--- src/rtl/rr_arbiter_4_pkg.sv ---
// rr_arb_pkg: shared constants, FSM state type and one-hot encode helper
// for the 4-way round-robin arbiter slice.
//   NUM_REQ        - number of requesters (fixed at 4)
//   IDX_W          - width of the encoded grant index
//   state_t        - arbiter FSM states (ST_IDLE, ST_GRANT)
//   onehot4_to_idx - 4-to-2 one-hot encoder
package rr_arb_pkg;

    localparam int unsigned NUM_REQ = 4;
    localparam int unsigned IDX_W   = 2;

    typedef enum logic {
        ST_IDLE  = 1'b0,
        ST_GRANT = 1'b1
    } state_t;

    // Plain OR-tree encoder; only meaningful for one-hot or zero input.
    function automatic logic [IDX_W-1:0] onehot4_to_idx(input logic [NUM_REQ-1:0] g);
        return {g[3] | g[2], g[3] | g[1]};
    endfunction

endpackage

--- src/rtl/rr_arbiter_4_if.sv ---
// rr_arbiter_4_if: request/grant bundle between requesters and the arbiter.
//   req[3:0]        - request vector, bit i = requester i
//   done            - current owner has finished
//   grant[3:0]      - one-hot grant (registered in the arbiter)
//   grant_idx[1:0]  - binary index of grant, 0 when idle
//   grant_valid     - any grant bit set
//   timeout         - one-cycle pulse after a forced release
// Modports: master = requester side, slave = arbiter side.
interface rr_arbiter_4_if;
    import rr_arb_pkg::*;

    logic [NUM_REQ-1:0] req;
    logic               done;
    logic [NUM_REQ-1:0] grant;
    logic [IDX_W-1:0]   grant_idx;
    logic               grant_valid;
    logic               timeout;

    modport master (
        output req, done,
        input  grant, grant_idx, grant_valid, timeout
    );

    modport slave (
        input  req, done,
        output grant, grant_idx, grant_valid, timeout
    );

endinterface

--- src/rtl/rr_arbiter_4_pick.sv ---
// rr_pick_4: combinational rotating-priority picker.
// Searches req starting at last_ptr+1 (mod 4) and returns the first set bit.
//   req[3:0]         - request vector
//   last_ptr[1:0]    - index of the most recently served requester
//   pick_onehot[3:0] - one-hot winner, zero if no request
//   pick_idx[1:0]    - binary winner index, zero if no request
//   pick_any         - any request present
module rr_pick_4
    import rr_arb_pkg::*;
(
    input  logic [NUM_REQ-1:0] req,
    input  logic [IDX_W-1:0]   last_ptr,
    output logic [NUM_REQ-1:0] pick_onehot,
    output logic [IDX_W-1:0]   pick_idx,
    output logic               pick_any
);

    logic [IDX_W-1:0] cand;

    always_comb begin
        pick_onehot = '0;
        cand        = '0;
        // Offsets 1..4 visit every requester once; IDX_W-bit add wraps mod 4,
        // so offset 4 lands back on last_ptr itself as lowest priority.
        for (int unsigned k = 1; k <= NUM_REQ; k++) begin
            cand = last_ptr + IDX_W'(k);
            if (pick_onehot == '0 && req[cand]) begin
                pick_onehot[cand] = 1'b1;
            end
        end
    end

    assign pick_idx = onehot4_to_idx(pick_onehot);
    assign pick_any = |req;

endmodule

--- src/rtl/rr_arbiter_4.sv ---
// rr_arbiter_4: round-robin arbiter sharing one resource among 4 requesters.
// Grants are registered, held until done, request drop, or hold timeout.
//   clk    - rising-edge clock
//   rst_n  - synchronous active-low reset
//   bus    - rr_arbiter_4_if.slave: req, done in; grant, grant_idx,
//            grant_valid, timeout out (all outputs registered)
// Parameter MAX_HOLD: cycles a grant may be held; 0 disables the timeout.
module rr_arbiter_4
    import rr_arb_pkg::*;
#(
    parameter int unsigned MAX_HOLD = 16
) (
    input  logic          clk,
    input  logic          rst_n,
    rr_arbiter_4_if.slave bus
);

    localparam int unsigned      HCW       = (MAX_HOLD > 1) ? $clog2(MAX_HOLD) : 1;
    localparam logic [HCW-1:0]   HOLD_LAST = HCW'(MAX_HOLD - 1);
    localparam bit               TO_EN     = (MAX_HOLD != 0);

    state_t             state_q, state_d;
    logic [HCW-1:0]     hold_q, hold_d;
    logic [IDX_W-1:0]   last_q, last_d;
    logic [NUM_REQ-1:0] grant_q, grant_d;
    logic [IDX_W-1:0]   idx_q, idx_d;
    logic               valid_q, valid_d;
    logic               to_q, to_d;

    logic [NUM_REQ-1:0] pick_onehot;
    logic [IDX_W-1:0]   pick_idx;
    logic               pick_any;
    logic               rel_user;
    logic               rel_time;

    rr_pick_4 u_pick (
        .req         (bus.req),
        .last_ptr    (last_q),
        .pick_onehot (pick_onehot),
        .pick_idx    (pick_idx),
        .pick_any    (pick_any)
    );

    always_comb begin
        state_d  = state_q;
        hold_d   = hold_q;
        last_d   = last_q;
        grant_d  = grant_q;
        idx_d    = idx_q;
        valid_d  = valid_q;
        to_d     = 1'b0;
        rel_user = 1'b0;
        rel_time = 1'b0;

        case (state_q)
            ST_IDLE: begin
                if (pick_any) begin
                    grant_d = pick_onehot;
                    idx_d   = pick_idx;
                    valid_d = 1'b1;
                    hold_d  = '0;
                    state_d = ST_GRANT;
                end
            end
            ST_GRANT: begin
                // Owner release (done / request drop) outranks the timeout,
                // so timeout only pulses when it was the sole cause.
                rel_user = bus.done || !bus.req[idx_q];
                rel_time = TO_EN && (hold_q == HOLD_LAST);
                if (rel_user || rel_time) begin
                    grant_d = '0;
                    idx_d   = '0;
                    valid_d = 1'b0;
                    last_d  = idx_q;
                    to_d    = !rel_user;
                    state_d = ST_IDLE;
                end else if (hold_q != '1) begin
                    // Saturate rather than wrap; only reachable with MAX_HOLD=0.
                    hold_d = hold_q + 1'b1;
                end
            end
            default: begin
                state_d = ST_IDLE;
            end
        endcase
    end

    always_ff @(posedge clk) begin
        if (!rst_n) begin
            state_q <= ST_IDLE;
            hold_q  <= '0;
            last_q  <= 2'd3;
            grant_q <= '0;
            idx_q   <= '0;
            valid_q <= 1'b0;
            to_q    <= 1'b0;
        end else begin
            state_q <= state_d;
            hold_q  <= hold_d;
            last_q  <= last_d;
            grant_q <= grant_d;
            idx_q   <= idx_d;
            valid_q <= valid_d;
            to_q    <= to_d;
        end
    end

    assign bus.grant       = grant_q;
    assign bus.grant_idx   = idx_q;
    assign bus.grant_valid = valid_q;
    assign bus.timeout     = to_q;

endmodule

--- src/flat_wrapper.sv ---
// flat-port wrapper written by rule: the top's interface ports become plain ports
module rr_arbiter_4_flat import rr_arb_pkg::*;
#(
    parameter int unsigned MAX_HOLD = 16
)
  (clk, rst_n, bus_req, bus_done, bus_grant, bus_grant_idx, bus_grant_valid, bus_timeout);
  rr_arbiter_4_if bus_i ();
  input  logic clk;
  input  logic rst_n;
  input wire logic [$bits(bus_i.req)-1:0] bus_req;
  input wire logic [$bits(bus_i.done)-1:0] bus_done;
  output wire logic [$bits(bus_i.grant)-1:0] bus_grant;
  output wire logic [$bits(bus_i.grant_idx)-1:0] bus_grant_idx;
  output wire logic [$bits(bus_i.grant_valid)-1:0] bus_grant_valid;
  output wire logic [$bits(bus_i.timeout)-1:0] bus_timeout;
  assign bus_i.req = bus_req;
  assign bus_i.done = bus_done;
  assign bus_grant = bus_i.grant;
  assign bus_grant_idx = bus_i.grant_idx;
  assign bus_grant_valid = bus_i.grant_valid;
  assign bus_timeout = bus_i.timeout;
  rr_arbiter_4 #(.MAX_HOLD(MAX_HOLD)) u_core (.clk(clk), .rst_n(rst_n), .bus(bus_i));
endmodule
--- config.mk ---
export PLATFORM = sky130hd
export DESIGN_NAME = rr_arbiter_4_flat
export DESIGN_NICKNAME = d
export VERILOG_FILES = /design/src/rtl/rr_arbiter_4_pkg.sv /design/src/rtl/rr_arbiter_4_if.sv /design/src/rtl/rr_arbiter_4_pick.sv /design/src/rtl/rr_arbiter_4.sv /design/src/flat_wrapper.sv
export SDC_FILE = /design/constraint.sdc
export NUM_CORES = 1
export LEC_CHECK = 0
export BUFFER_PORTS_ARGS = -buffer_cell sky130_fd_sc_hd__buf_4
export CORE_UTILIZATION = 55
export CTS_CLUSTER_DIAMETER = 50
export DETAILED_ROUTE_END_ITERATION = 6
export MAX_ROUTING_LAYER = met4
export PLACE_DENSITY = 0.77
export SYNTH_ARGS = -nofsm -noshare
export SYNTH_HDL_FRONTEND = slang
export SYNTH_HIERARCHICAL = 1
export SYNTH_SLANG_ARGS = --single-unit
--- constraint.sdc ---
create_clock -name clk -period 6.5 [get_ports clk]
set_clock_uncertainty 0.1 [all_clocks]
set_input_delay 0.65 -clock clk [delete_from_list [all_inputs] [get_ports clk]]
set_output_delay 0.65 -clock clk [all_outputs]
set_load 0.01 [all_outputs]
==> results.yml <==
outcome:
  status: "finished clean"
worst_setup_path:
  rrSetupSlack_ns: 3.41
  crit_fanout: 14
  reg2reg_to: "u_core/bus.grant_idx[1]"
  cp-start-kind: "flip-flop"
  r2r_cells: 9
  endpoint_kind: "flip-flop"
  crit_arrival_ns: 3.21
  crit_path_cell_trace: "inv_1 > ha_1 > or4_1 > a21boi_4 > a21oi_2 > a41o_1 > o311ai_2 > mux2i_1 > nor3_1"
  slowest_stage: "dfxtp_1"
  crit_type: "reg -> reg"
  r2r_start: "u_core/last_q[0]"
  critical_path.startpoint: "u_core/last_q[0]"
  cpPeakStageDelay_ns: 0.65
  cp.required_ns: 6.62
synth:
  ys_types: 49
  syn_avg_cell_area_um2: 9.73
  synth_warnings: 6
  ys_seq_elements: 15
  ys_seq_area_share_pct: 23.9
  netlist_area_um2: 1250
  async_reset_ff_share_pct: 0
  synth_ff_type: "dfxtp_1"
  synthesis.nets: 145
  syn-instance-count: 129
  synth-edff-count: 0
cts:
  post_cts_buffers: 0
  clock_latency_ns: 0.28
  cts.sinks: 15
  cts_tree: "built"
  postCtsResizedCells: 0
  path_clk_slew_ns: 0.09
  cts_made_buffers: 3
  postCtsHoldBufs: 0
  clockBufferDepth: 2
  root_buffer: "clkbuf_4"
  htree_levels: 1
timing:
  hold_viol: 0
  fin_crit_sh_pct: 47.6
  setup_tns_ns: 0
  slew_violations: 0
  setup_viol: 0
  rsz0062_at_grt: "no"
  worst_slew_pin_slew_ns: 0.999
  fin_crit_ns: 3.09
  slew-limit-headroom_pct: 33.2
  timing.fmax_ghz: 0.323
  setup_slack_ns: 3.41
worst_hold_path:
  whs_path_depth: 2
  min-delay-path-class: "reg -> reg"
  holdCritStartpoint: "u_core/bus.grant_valid"
  worstHoldEndpoint: "u_core/bus.grant_valid"
detailed_routing:
  drc: 0
  wl_per_cell_um: 15.7
  drt-initial-drc-count: 28
  ant_nets: 0
  dr_total_vias: 1088
  dr.pass1.iters: 4
  viasPerCell: 6.40
  routed_wl_um: 2670
final_layout:
  layout.nets: 160
  fill_cells: 172
  final_cell_mix: "15 x dfxtp_1, 14 x buf_4, 14 x mux2i_1"
  n_antenna_cell: 0
  final_common_cell: "dfxtp_1"
  seq_area_um2: 300
  area_delta_synth_final_pct: 11.7
  multi_input_area_um2: 920
  layout.cells.non_filler: 170
  drive_gt1_share_pct: 23.1
pwr:
  ir_drop_uv: 209
  p_leak_nw: 0.618
  total_power_w: 0.000414
  pwr_density_cell_nw_per_um2: 295
grt:
  antenna_found_initial: 0
  globalRouteMet1Util_pct: 31.6
  met2_usage_pct: 41.0
  grt.total_usage_pct: 25.0
  grt_max_degree: 15
  use_met3_pct: 6.48
  overflow: 0
  first_global_vias: 1053
  grt_pass1_wl_um: 4640
  grt_busiest_layer: "met2"
die:
  pin_count: 15
  core_um2: 2060
  fp.dieArea_um2: 2480
  rows: 16
  die_h_um: 49.8
  start_util_pct: 60.9
  die_w_um: 49.8
place:
  dpl.hpwl_um: 1970
  portBuffers: 14
  gp_congestion: 0.976
  dp_slack_ns: 3.42
  dp_cells: 166
flow_run:
  max_cap_violations: 0
==> worst max path at each step <==
stage	to	slack [ns]	depth (start not counted)
floorplan	u_core/bus.grant_idx[1]	3.70	10
global placement	u_core/bus.grant_idx[1]	3.57	9
detailed placement	u_core/bus.grant_idx[1]	3.42	9
CTS	u_core/bus.grant[1]	3.40	9
global route	u_core/bus.grant_idx[1]	3.12	9
finish	u_core/bus.grant_idx[1]	3.41	9
==> flip-flops by register name, indices dropped and copies added (netlist names) <==
register                flops
u_core/bus.grant            4
u_core/bus.grant_idx        2
u_core/bus.grant_valid      1
u_core/bus.timeout          1
u_core/hold_q               4
u_core/last_q               2
u_core/state_q              1
==> critical path: cells and delay by family (launching register included) <==
kind                       cells  cell delay (ns)
adders and majority gates      1             0.28
muxes                          1             0.11
buffers and inverters          1             0.18
DFF                            1             0.65
and+or+nand+nor                2             0.74
AOI/OAI and AO/OA              4             0.96
==> power breakdown <==
part | total [W] | internal [W] | switching, W | leakage, nW
combinational | 0.000236 | 0.000112 | 0.000125 | 0.477
clock | 0.0000522 | 0.0000229 | 0.0000294 | 0.0177
sequential | 0.000125 | 0.000105 | 0.0000196 | 0.123
total | 0.000414 | 0.000240 | 0.000174 | 0.618
==> cell families after synthesis <==
group                      Yosys count  share of synthesized area, %
and+or+nand+nor                     39                          17.4
muxes                               18                          18.6
adders and majority gates            9                          8.97
DFF                                 15                          23.9
buffers and inverters                8                          2.79
AOI/OAI and AO/OA                   40                          28.2
==> area by class of cell <==
class                           count  share of cell area (%)
Inverter                            4                    1.07
Multi-Input combinational cell    106                    65.6
Timing Repair Buffer               14                    7.50
Sequential cell                    15                    21.4
Clock inverter                      1                   0.357
Clock buffer                        3                    1.61
Tap cell                           27                    2.41
==> cells in the mapped netlist (2+ instances only) <==
master	instances	share of area [%]
dfxtp_1	15	24
mux2i_1	14	11
ha_1	9	9.0
nor2_1	7	2.1
nor3_1	7	2.8
o21ai_0	6	2.4
nand2_1	5	1.5
inv_1	4	1.2
a22o_1	3	2.1
a31o_1	3	2.1
mux4_2	3	5.4
nor2b_1	3	1.5
a21boi_4	2	3.0
a21oi_1	2	0.80
a41o_1	2	1.6
and2_1	2	1.0
and3_1	2	1.0
and4_1	2	1.4
clkbuf_1	2	0.60
nand3_1	2	0.80
o211ai_1	2	1.2
o21a_1	2	1.2
o21bai_1	2	1.2
or2_2	2	1.0
or4_1	2	1.2
==> metal layers <==
| metal | vias to the layer above | wire length (um) |
|---|---|---|
| met5 | - | 0 |
| met4 | 0 | 26 |
| met3 | 4 | 161 |
| met2 | 49 | 1250 |
| met1 | 501 | 1230 |
| li1 | 534 | - |
==> per-stage QoR <==
step           instance area (um2)  hold WS, ns  utilization [%]
6_report                      1400        0.417             68.0
5_1_grt                       1400        0.446             68.0
4_1_cts                       1400        0.411             68.0
3_5_place_dp                  1370        0.394             66.6
3_3_place_gp                  1370        0.380             66.6
2_1_floorplan                 1250        0.357                -
(Power assumes the default switching activity.)
